## config.mk

```make
export PLATFORM = sky130hd
export DESIGN_NAME = r5p_soc_memory_copier_flat
export DESIGN_NICKNAME = d
export VERILOG_FILES = /design/src/rtl/r5p_soc_memory_copier_if.sv /design/src/rtl/r5p_soc_memory_copier.sv /design/src/flat_wrapper.sv
export SDC_FILE = /design/constraint.sdc
export NUM_CORES = 1
export LEC_CHECK = 0
export ABC_CLOCK_PERIOD_IN_PS = 3600
export BUFFER_PORTS_ARGS = -buffer_cell sky130_fd_sc_hd__buf_4
export CORE_MARGIN = 4
export CORE_UTILIZATION = 50
export DETAILED_ROUTE_END_ITERATION = 10
export PLACE_DENSITY = 0.75
export SKIP_CTS_REPAIR_TIMING = 1
export SLEW_MARGIN = 20
export SYNTH_ARGS = -nofsm -noshare
export SYNTH_HDL_FRONTEND = slang
export SYNTH_SLANG_ARGS = --single-unit
export TNS_END_PERCENT = 1
```

## constraint.sdc

```tcl
create_clock -name clk -period 3.6 [get_ports clk]
set_clock_uncertainty 0.1 [all_clocks]
set_input_delay 1.08 -clock clk [delete_from_list [all_inputs] [get_ports clk]]
set_output_delay 1.08 -clock clk [all_outputs]
set_load 0.01 [all_outputs]
```

## src/rtl/r5p_soc_memory_copier_if.sv

```systemverilog
// TCB-Lite bus bundle shared by a manager and its memory subordinates.
// Request fields travel with vld, and a transfer (trn) happens when vld and rdy are both high.
// The response (rdt/err) follows the transfer by DLY cycles.
interface tcb_lite_if #(
    parameter int unsigned MOD = 1,
    parameter int unsigned ADR = 32,
    parameter int unsigned DAT = 32,
    parameter int unsigned DLY = 1
)(
    input logic clk,
    input logic rst
);

    typedef struct packed {
        logic             ren;
        logic             wen;
        logic [ADR-1:0]   adr;
        logic [DAT/8-1:0] byt;
        logic [DAT-1:0]   wdt;
    } req_t;

    typedef struct packed {
        logic [DAT-1:0] rdt;
        logic           err;
    } rsp_t;

    logic vld;
    logic rdy;
    logic trn;
    req_t req;
    rsp_t rsp;

    assign trn = vld & rdy;

    modport man (input clk, rst, rdy, trn, rsp, output vld, req);
    modport sub (input clk, rst, vld, req, trn, output rdy, rsp);

endinterface

```

## src/rtl/r5p_soc_memory_copier.sv

```systemverilog
// Word-by-word memory copier acting as a TCB-Lite manager.
// Each word is read, captured in a register and then written, so one port serves both regions.
// Start with a single-cycle pulse. The block reports busy, a one-cycle done pulse, a sticky err flag
// and the number of words written so far.
//
// state  | meaning
// -------+----------------------------------------------------
// IDLE   | waiting for start; request fields held at 0
// RD_REQ | read request at the source address, held until rdy
// RD_RSP | read data/err arrive; data captured
// WR_REQ | write request of captured data at the destination
// WR_RSP | write err arrives; count/addresses advance
module r5p_soc_memory_copier #(
    parameter int unsigned CNW = 16,
    parameter int unsigned ADR = 32
)(
    input  logic           clk,
    input  logic           rst,
    input  logic           start,
    input  logic [ADR-1:0] src,
    input  logic [ADR-1:0] dst,
    input  logic [CNW-1:0] len,
    output logic           busy,
    output logic           done,
    output logic           err,
    output logic [CNW-1:0] cnt,
    tcb_lite_if.man        man
);

    // The data path is fixed at 32-bit memory mode with one cycle of response latency.
    if (man.MOD != 1 || man.DAT != 32 || man.DLY != 1 || man.ADR != ADR) begin : g_param_check
        $fatal(1, "r5p_soc_memory_copier: needs MOD=1, DAT=32, DLY=1 and matching ADR");
    end

    typedef enum logic [2:0] {
        IDLE,
        RD_REQ,
        RD_RSP,
        WR_REQ,
        WR_RSP
    } state_t;

    state_t         state;
    state_t         state_nxt;
    logic [ADR-1:0] adr_src;
    logic [ADR-1:0] adr_dst;
    logic [CNW-1:0] len_r;
    logic [31:0]    dat;
    logic [CNW-1:0] cnt_add;
    logic           fin;
    logic           err_set;
    logic           cnt_inc;
    logic           go;
    logic           go_zero;

    assign busy    = (state != IDLE);
    assign cnt_add = cnt + CNW'(1);
    assign go      = (state == IDLE) && start && (len != '0);
    assign go_zero = (state == IDLE) && start && (len == '0);

    // Next-state decode and request drive; request fields are zero outside the request states.
    always_comb begin
        state_nxt = state;
        man.vld   = 1'b0;
        man.req   = '0;
        fin       = 1'b0;
        err_set   = 1'b0;
        cnt_inc   = 1'b0;
        case (state)
            IDLE: begin
                if (go) state_nxt = RD_REQ;
            end
            RD_REQ: begin
                man.vld     = 1'b1;
                man.req.ren = 1'b1;
                man.req.adr = adr_src;
                man.req.byt = 4'b1111;
                if (man.rdy) state_nxt = RD_RSP;
            end
            RD_RSP: begin
                if (man.rsp.err) begin
                    err_set   = 1'b1;
                    fin       = 1'b1;
                    state_nxt = IDLE;
                end else begin
                    state_nxt = WR_REQ;
                end
            end
            WR_REQ: begin
                man.vld     = 1'b1;
                man.req.wen = 1'b1;
                man.req.adr = adr_dst;
                man.req.byt = 4'b1111;
                man.req.wdt = dat;
                if (man.rdy) state_nxt = WR_RSP;
            end
            WR_RSP: begin
                if (man.rsp.err) begin
                    err_set   = 1'b1;
                    fin       = 1'b1;
                    state_nxt = IDLE;
                end else begin
                    cnt_inc = 1'b1;
                    if (cnt_add == len_r) begin
                        fin       = 1'b1;
                        state_nxt = IDLE;
                    end else begin
                        state_nxt = RD_REQ;
                    end
                end
            end
            default: state_nxt = IDLE;
        endcase
    end

    // State register, parameter latches, data capture and status flags.
    always_ff @(posedge clk) begin
        if (rst) begin
            state   <= IDLE;
            adr_src <= '0;
            adr_dst <= '0;
            len_r   <= '0;
            dat     <= '0;
            cnt     <= '0;
            err     <= 1'b0;
            done    <= 1'b0;
        end else begin
            state <= state_nxt;
            done  <= fin || go_zero;
            if (go || go_zero) begin
                cnt <= '0;
                err <= 1'b0;
            end
            if (go) begin
                // Low address bits are forced to zero so every access is word aligned.
                adr_src <= src & ~ADR'(3);
                adr_dst <= dst & ~ADR'(3);
                len_r   <= len;
            end
            if (state == RD_RSP) dat <= man.rsp.rdt;
            if (err_set) err <= 1'b1;
            if (cnt_inc) begin
                cnt     <= cnt_add;
                adr_src <= adr_src + ADR'(4);
                adr_dst <= adr_dst + ADR'(4);
            end
        end
    end

endmodule

```

## src/flat_wrapper.sv

```systemverilog
// flat-port wrapper written by rule: the top's interface ports become plain ports
module r5p_soc_memory_copier_flat 
#(
    parameter int unsigned CNW = 16,
    parameter int unsigned ADR = 32
)
  (clk, rst, start, src, dst, len, busy, done, err, cnt, man_rdy, man_rsp, man_vld, man_req);
  tcb_lite_if #(.MOD(1), .ADR(ADR), .DAT(32), .DLY(1)) man_i (.clk(clk), .rst(rst));
  input  logic clk;
  input  logic rst;
  input  logic start;
  input  logic [ADR-1:0] src;
  input  logic [ADR-1:0] dst;
  input  logic [CNW-1:0] len;
  output logic busy;
  output logic done;
  output logic err;
  output logic [CNW-1:0] cnt;
  input wire logic [$bits(man_i.rdy)-1:0] man_rdy;
  input wire logic [$bits(man_i.rsp)-1:0] man_rsp;
  output wire logic [$bits(man_i.vld)-1:0] man_vld;
  output wire logic [$bits(man_i.req)-1:0] man_req;
  assign man_i.rdy = man_rdy;
  assign man_i.rsp = man_rsp;
  assign man_vld = man_i.vld;
  assign man_req = man_i.req;
  r5p_soc_memory_copier #(.CNW(CNW), .ADR(ADR)) u_core (.clk(clk), .rst(rst), .start(start), .src(src), .dst(dst), .len(len), .busy(busy), .done(done), .err(err), .cnt(cnt), .man(man_i));
endmodule
```

==> reports/qor.tcl, run 1 <==
set qor(rsz0062_at_grt) {false}
set qor(clock-sinks) 129
set qor(htree_levels) 4
set qor(path_max_fanout) 38
set qor(power_leakage_nw) 3.756
set qor(syn_area_per_cell_um2) 7.425
set qor(clock_tree.root_cell) {sky130_fd_sc_hd__clkbuf_16}
set qor(synth.yosys.warnings) 0
set qor(floorplan.io_pins) 207
set qor(run_status) {finished, final reports clean}
set qor(vias) 7706
set qor(dpl.hpwl_mm) 15.51
set qor(antenna_violating_nets_post_route) 0
set qor(yosysTopAreaCell) {sky130_fd_sc_hd__dfxtp_1}
set qor(setup-violations-final) 0
set qor(timing.final.max_slew_violations) 0
set qor(initial_utilization_pct) 51.24
set qor(grt_util_all_layers_pct) 26.86
set qor(detail_route.first_pass.iterations) 7
set qor(avgRoutedWirePerCell_um) 17.04
set qor(die_area_mm2) 0.01620
set qor(place.port_buffers) 200
set qor(ratio_of_total_power_to_cell_area_mw_per_mm2) 442.2
set qor(gpl.final_weighted_congestion) 0.9366
set qor(worst_setup_path_end_kind) {output pin}
set qor(final_min_period_over_clock_period_pct) 85.01
set qor(total_congestion_overflow_after_global_routing) 0
set qor(drt_wl_total_mm) 22.42
set qor(drc_errors) 0
set qor(synth_register_bits) 129
set qor(ir_worst_vdd_uv) 387.0
set qor(cp.buffers_inverters) 3
set qor(worst-endpoint-required_ns) 2.42
set qor(die_h_um) 127.3
set qor(cts_tree) {done}
set qor(tightestPinTransition_ns) 1.090
set qor(slew_headroom_pct) 27.15
set qor(critical_path_slowest_stage_cell) {sky130_fd_sc_hd__dfxtp_1}
set qor(core_area_mm2) 0.01388
set qor(ys_async_sr_fraction_pct) 0
set qor(synthTopCellsByCount) {sky130_fd_sc_hd__nand2_1 (143), sky130_fd_sc_hd__dfxtp_1 (129), sky130_fd_sc_hd__nor2_1 (115)}
set qor(top_cell_family_by_delay_on_the_critical_path) {flip-flops}
set qor(layout.core_utilization_pct) 67.41
set qor(critPathMostFrequentCell) {sky130_fd_sc_hd__buf_4}
set qor(cpPeakStageDelay_ns) 0.61
set qor(drv_cap) 0
set qor(detail_route.vias_per_cell) 5.856
set qor(post_route_cells_drive_above_1_share_pct) 24.21
set qor(numPlacedInstances) 1284
set qor(antenna_found_initial) 0
set qor(drt_iter0_drc) 644
set qor(synth.distinct_cells) 65
set qor(clk-insertion-delay-late_ns) 0.42
set qor(sequential_fraction_of_the_synthesis_area_pct) 36.31
set qor(post_layout_nonfiller_instances) 1316
set qor(core.rowCount) 43
set qor(clock_tree.buffer_depth) 2
set qor(setup.worst_path.start_class) {register}
set qor(insertedDiodeCount) 0
set qor(fmax_ghz) 0.3267
set qor(count_of_flip_flops_with_a_built_in_enable_after_synthesis) 0
set qor(n_fill_cell) 1249
set qor(category_of_the_critical_setup_timing_path) {register to output pin}
set qor(worst_hold_path_type) {register to register}
set qor(final_layout_worst_hold_slack_ns) 0.3490
set qor(final_net_count) 1243
set qor(die_w_um) 127.3
set qor(synth-main-ff-cell) {sky130_fd_sc_hd__dfxtp_1}
set qor(post_synth_main_area_contributors) {sky130_fd_sc_hd__dfxtp_1 (36%), sky130_fd_sc_hd__a21oi_1 (7.9%), sky130_fd_sc_hd__nand2_1 (7.5%), sky130_fd_sc_hd__nor2_1 (6.1%), sky130_fd_sc_hd__mux2i_1 (4.6%)}
set qor(post_dp_cell_area_mm2) 0.008811
set qor(grt_first_pass_wirelength_mm) 35.56
set qor(path_clk_slew_ns) 0.06
set qor(post-synth-top-count-cell) {sky130_fd_sc_hd__nand2_1}
set qor(cts_bufs_inserted) 17
set qor(fin_setup_tns_ns) 0
set qor(synthCells) 958
set qor(path_cells) {nand2b_1, inv_1, buf_4, and3_1, buf_4}
set qor(period_minus_slack_ns) 3.061
set qor(postLayoutCellArea_mm2) 0.009356
set qor(finalHoldViolations) 0
set qor(syn-cell-area_mm2) 0.007113
set qor(largest_net_degree_at_the_start_of_global_routing) 75
set qor(synthToLayoutAreaGrowth_pct) 31.54
set qor(post-synth-top-area-fraction_pct) 36.31
set qor(crit_arrival_ns) 1.88
set qor(grt_pass1_vias) 6977
-- area by class of cell --
type	instances	area (µm²)	area share, %
multi-input cells	739	4187	44.74
flip-flops and latches	129	2584	27.61
repair buffers	228	1787	19.10
clock buffers	22	484.2	5.175
well taps	180	225.2	2.407
clock inverters	10	60.06	0.6419
inverters	8	30.03	0.3209
-- sequential cells by signal, indices dropped and copies added (netlist names) --
name            cells
u_core.adr_dst     30
u_core.cnt         16
u_core.dat         32
u_core.adr_src     30
u_core.state        3
u_core.len_r       16
u_core.done         1
u_core.err          1
-- layer usage --
| layer | wire, µm | vias up | track usage, % |
|---|---|---|---|
| met2 | 10540 | 309 | 43.05 |
| met1 | 9839 | 3583 | 36.72 |
| li1 | - | 3777 | - |
| met4 | 454 | 0 | 8.959 |
| met5 | 0 | - | 0 |
| met3 | 1588 | 37 | 4.724 |
-- path summary, 6_finish.rpt --
path	startpoint	endpoint	slack, ns	cells past startpoint
worst min-delay path	u_core.dat[16]$_SDFFE_PP0N_	u_core.dat[16]$_SDFFE_PP0N_	0.35	2
worst max-delay path	u_core.state[0]$_SDFFE_PP0P_	man_req[13]	0.54	5
worst max register to register	u_core.state[2]$_SDFFE_PP0P_	u_core.adr_src[29]$_SDFFE_PP0P_	0.78	7
worst min register to register	u_core.dat[16]$_SDFFE_PP0N_	u_core.dat[16]$_SDFFE_PP0N_	0.35	2
-- stage by stage --
stage / total power (W) / setup WS [ns]
2_1_floorplan: 0.002221 / 0.4589
3_3_place_gp: 0.002567 / 0.1713
3_5_place_dp: 0.002583 / 0.1456
4_1_cts: 0.004147 / 0.5170
5_1_grt: 0.004315 / 0.3750
6_report: 0.004137 / 0.5395
-- where the power goes --
| part | internal (W) | switching (W) |
|---|---|---|
| clock network | 0.000944 | 0.000632 |
| logic | 0.000379 | 0.000487 |
| registers | 0.00155 | 0.000141 |
-- layout by cell type (no fill, tap or decap), types with 6 or more instances in the layout --
cell                        count
sky130_fd_sc_hd__buf_4        222
sky130_fd_sc_hd__nand2_1      143
sky130_fd_sc_hd__dfxtp_1      128
sky130_fd_sc_hd__nor2_1       115
sky130_fd_sc_hd__a21oi_1      112
sky130_fd_sc_hd__and3_1        47
sky130_fd_sc_hd__nand3_1       37
sky130_fd_sc_hd__mux2i_1       33
sky130_fd_sc_hd__o21ai_0       29
sky130_fd_sc_hd__nand4_1       19
sky130_fd_sc_hd__nor3_1        19
sky130_fd_sc_hd__nor4_1        18
sky130_fd_sc_hd__xnor2_1       18
sky130_fd_sc_hd__clkbuf_16     17
sky130_fd_sc_hd__a31oi_1       15
sky130_fd_sc_hd__a211oi_1       9
sky130_fd_sc_hd__or4_1          9
sky130_fd_sc_hd__inv_1          8
sky130_fd_sc_hd__o211ai_1       8
sky130_fd_sc_hd__a222oi_1       7
sky130_fd_sc_hd__or3_1          7
sky130_fd_sc_hd__a311oi_1       7
sky130_fd_sc_hd__a2111oi_0      7
sky130_fd_sc_hd__xor2_1         6
sky130_fd_sc_hd__clkinv_2       6
sky130_fd_sc_hd__buf_12         6
-- worst min-delay path, stage by stage (launching register included) --
cell	delay (ns)
sky130_fd_sc_hd__dfxtp_1	0.30
sky130_fd_sc_hd__nand2_1	0.05
sky130_fd_sc_hd__a21oi_1	0.05
-- cells by family after synthesis --
family / Yosys count / synth area share, %
AND/OR/NAND/NOR: 450 / 30.57
AO/OA/AOI/OAI: 225 / 19.42
flip-flops: 129 / 36.31
buffers and inverters: 91 / 5.207
multiplexers: 35 / 4.960
XOR/XNOR: 24 / 2.955
adder cells (fa/ha/maj): 3 / 0.5278
other: 1 / 0.05272
No activity file was read; power rests on OpenSTA's default activity.
==> inputs of run 2 (changes only) <==
==> constraint.sdc (replaced) <==
create_clock -name clk -period 3.6 [get_ports clk]
set_clock_uncertainty 0.1 [all_clocks]
set_input_delay 0.72 -clock clk [delete_from_list [all_inputs] [get_ports clk]]
set_output_delay 0.72 -clock clk [all_outputs]
set_load 0.01 [all_outputs]
==> run 2 against run 1 <==
Net effect:
- clock power increased by 16%
- via count grew 0.57%
- cell count down 0.15%
- sequential power barely moved
- first-iteration DRC count fell by 2.6%
- maximum frequency rose by 1.6%
- core utilization fell by 0.054 points
- flip-flop and latch count is the same
- critical path type unchanged
- critical endpoint is now man_req[67]
- highest routed layer unchanged
==> reports/qor.tcl, run 2 (synthesis results as in run 1) <==
set qor(run_status) {finished, final reports clean}
set qor(seq_power_share_pct) 38.6 ;# -2.4 points
set qor(drv_cap) 0 ;# unchanged
set qor(htree_levels) 4 ;# unchanged
set qor(largest_register) {u_core.dat}
set qor(category_of_the_critical_setup_timing_path) {register to output pin}
set qor(gpl.final_weighted_congestion) 0.9045 ;# -3.4%
set qor(clock_tree.buffer_depth) 2 ;# unchanged
set qor(post_layout_nonfiller_instances) 1314 ;# -0.15%
set qor(timing.final.max_slew_violations) 0 ;# unchanged
set qor(detail_route.first_pass.iterations) 5 ;# -2
set qor(clock-sinks) 129 ;# unchanged
set qor(worst_setup_path_end_kind) {output pin}
set qor(fmax_ghz) 0.3320 ;# +1.6%
set qor(most_common_library_cell_in_the_layout_ignoring_fill_and_taps) {sky130_fd_sc_hd__buf_4}
set qor(drt_wl_total_mm) 22.69 ;# +1.2%
set qor(finalPower_w) 0.004386 ;# +6.0%
set qor(clock_tree.root_cell) {sky130_fd_sc_hd__clkbuf_16}
set qor(detail_route.vias_per_cell) 5.898 ;# +0.72%
set qor(vias) 7750 ;# +0.57%
set qor(power.combinational.fraction_pct) 19.5 ;# -1.5 points
set qor(crit-reg2reg-launch) {u_core.state[2]$_SDFFE_PP0P_}
set qor(layout.core_utilization_pct) 67.35 ;# about the same
set qor(insertedDiodeCount) 0 ;# unchanged
set qor(timing.reg2reg.worst_path_depth) 6 ;# -1
set qor(initial_utilization_pct) 51.24 ;# unchanged
set qor(final_net_count) 1241 ;# -0.16%
set qor(fin_setup_tns_ns) 0 ;# unchanged
set qor(die_w_um) 127.3 ;# unchanged
set qor(clk-insertion-delay-late_ns) 0.42 ;# about the same
set qor(rsz0062_at_grt) {false}
set qor(antenna_found_initial) 0 ;# unchanged
set qor(period_minus_slack_ns) 3.012 ;# -0.04869 ns
set qor(path_max_fanout) 46 ;# +21%
set qor(dpl.hpwl_mm) 15.94 ;# +2.8%
set qor(internal-power_w) 0.003095 ;# +7.6%
set qor(largest_register_ff_count) 32 ;# unchanged
set qor(setup.worst_path.start_class) {register}
set qor(ir_worst_vdd_uv) 283.5 ;# -27%
set qor(finalWorstSetupSlack_ns) 0.5882 ;# +0.04869 ns
set qor(setup-violations-final) 0 ;# unchanged
set qor(grt_first_pass_wirelength_mm) 35.94 ;# +1.1%
set qor(core.rowCount) 43 ;# unchanged
set qor(largest_regs) {u_core.dat: 32 flops, u_core.adr_dst: 30 flops, u_core.adr_src: 30 flops}
set qor(grt_pass1_vias) 7146 ;# +2.4%
set qor(drt_iter0_drc) 627 ;# -2.6%
set qor(hold-path-cell-count) 2 ;# unchanged
set qor(mostFrequentLayoutCells) {sky130_fd_sc_hd__buf_4 (226), sky130_fd_sc_hd__nand2_1 (143), sky130_fd_sc_hd__dfxtp_1 (128)}
set qor(crit_arrival_ns) 2.19 ;# +0.31 ns
set qor(ratio_of_total_power_to_cell_area_mw_per_mm2) 469.1 ;# +6.1%
set qor(min_to) {u_core.dat[17]$_SDFFE_PP0N_}
set qor(register_area_mm2) 0.002584 ;# unchanged
set qor(finalHoldViolations) 0 ;# unchanged
set qor(synthToLayoutAreaGrowth_pct) 31.43 ;# about the same
set qor(post_route_cells_drive_above_1_share_pct) 24.07 ;# -0.13 points
set qor(place.port_buffers) 200 ;# unchanged
set qor(cts_bufs_inserted) 17 ;# unchanged
set qor(largest_net_degree_at_the_start_of_global_routing) 74 ;# -1.3%
set qor(worst-endpoint-required_ns) 2.78 ;# +0.36 ns
set qor(clockPowerShare_pct) 41.9 ;# +3.8 points
set qor(multi_input_area_mm2) 0.004185 ;# about the same
set qor(netSwitchingPower_w) 0.001291 ;# +2.4%
set qor(post-place-ws_ns) 0.4534 ;# +0.3078 ns
set qor(power_leakage_nw) 3.755 ;# about the same
set qor(numPlacedInstances) 1282 ;# -0.16%
set qor(antenna_violating_nets_post_route) 0 ;# unchanged
set qor(slew_headroom_pct) 47.74 ;# +21 points
set qor(crit-reg2reg-capture) {u_core.adr_dst[21]$_SDFFE_PP0P_}
set qor(reg2reg_slack_ns) 0.70 ;# -0.08 ns
set qor(grt_util_all_layers_pct) 27.01 ;# +0.15 points
set qor(final_min_period_over_clock_period_pct) 83.66 ;# -1.4 points
set qor(die_h_um) 127.3 ;# unchanged
set qor(min_from) {u_core.dat[17]$_SDFFE_PP0N_}
set qor(path_clk_slew_ns) 0.06 ;# about the same
set qor(core_area_mm2) 0.01388 ;# unchanged
set qor(netSwitchingFraction_pct) 29.43 ;# -1.0 points
set qor(worst_hold_path_type) {register to register}
set qor(floorplan.io_pins) 207 ;# unchanged
set qor(cts_tree) {done}
set qor(n_fill_cell) 1265 ;# +1.3%
set qor(total_congestion_overflow_after_global_routing) 0 ;# unchanged
set qor(drc_errors) 0 ;# unchanged
set qor(die_area_mm2) 0.01620 ;# unchanged
set qor(tightestPinTransition_ns) 0.7839 ;# -0.3062 ns
set qor(avgRoutedWirePerCell_um) 17.26 ;# +1.3%
[run 2: changes by cell type in the layout (fill, tap and decap cells not counted), sizes merged]
cell / before / now
clkinv: 6 / 7
clkinvlp: 4 / 3
bufinv: 0 / 4
clkbuf: 22 / 18
buf: 228 / 226
[run 2: final cells by class]
class,count,share of cell area (%)
Multi-Input combinational cell,739,44.77
Sequential cell,129,27.64
Timing Repair Buffer,226,18.15
Clock buffer,18,4.698
Tap cell,180,2.409
Clock inverter,14,2.021
Inverter,8,0.3212
[run 2: worst max path at each step]
| stage | slack (ns) | startpoint | end |
|---|---|---|---|
| detailed placement | 0.45 | man_rsp[0] | u_core.adr_dst[21]$_SDFFE_PP0P_ |
| finish | 0.59 | u_core.state[1]$_SDFFE_PP0P_ | man_req[67] |
| floorplan | 0.82 | man_rsp[0] | u_core.adr_src[27]$_SDFFE_PP0P_ |
| global placement | 0.47 | man_rsp[0] | u_core.adr_dst[21]$_SDFFE_PP0P_ |
| CTS | 0.57 | u_core.state[1]$_SDFFE_PP0P_ | man_req[67] |
| global route | 0.48 | u_core.state[1]$_SDFFE_PP0P_ | man_req[67] |
[run 2: layer usage]
metal  GRT usage [%]  vias to the layer above  wire length [µm]
met3           6.271                       39              1795
met1           35.26                     3617              9784
met5               0                        -                 0
met2           44.38                      328             10680
met4           8.517                        0               425
li1                -                     3766                 -
[run 2: power by group through the flow]
stage,Combinational [W],Sequential [W],Clock [W]
final,0.000855,0.00169,0.00184
after global routing,0.000941,0.00171,0.00192
after CTS,0.000854,0.00169,0.00185
after detailed placement,0.000850,0.00172,0
after global placement,0.000839,0.00171,0
after floorplan,0.000553,0.00167,0
[run 2: stage by stage]
stage | hold slack [ns] | area (µm²)
5_1_grt | 0.3672 | 9349
6_report | 0.3492 | 9349
3_5_place_dp | 0.3426 | 8721
3_3_place_gp | 0.3372 | 8721
4_1_cts | 0.3504 | 9349
2_1_floorplan | 0.3319 | 7117
[run 2: critical path, cell delays in order, from the launching register on]
cell and delay (ns):
sky130_fd_sc_hd__dfxtp_2 0.32, sky130_fd_sc_hd__buf_4 0.42, sky130_fd_sc_hd__buf_4 0.51, sky130_fd_sc_hd__mux2i_1 0.30, sky130_fd_sc_hd__nor2_1 0.06, sky130_fd_sc_hd__buf_4 0.15
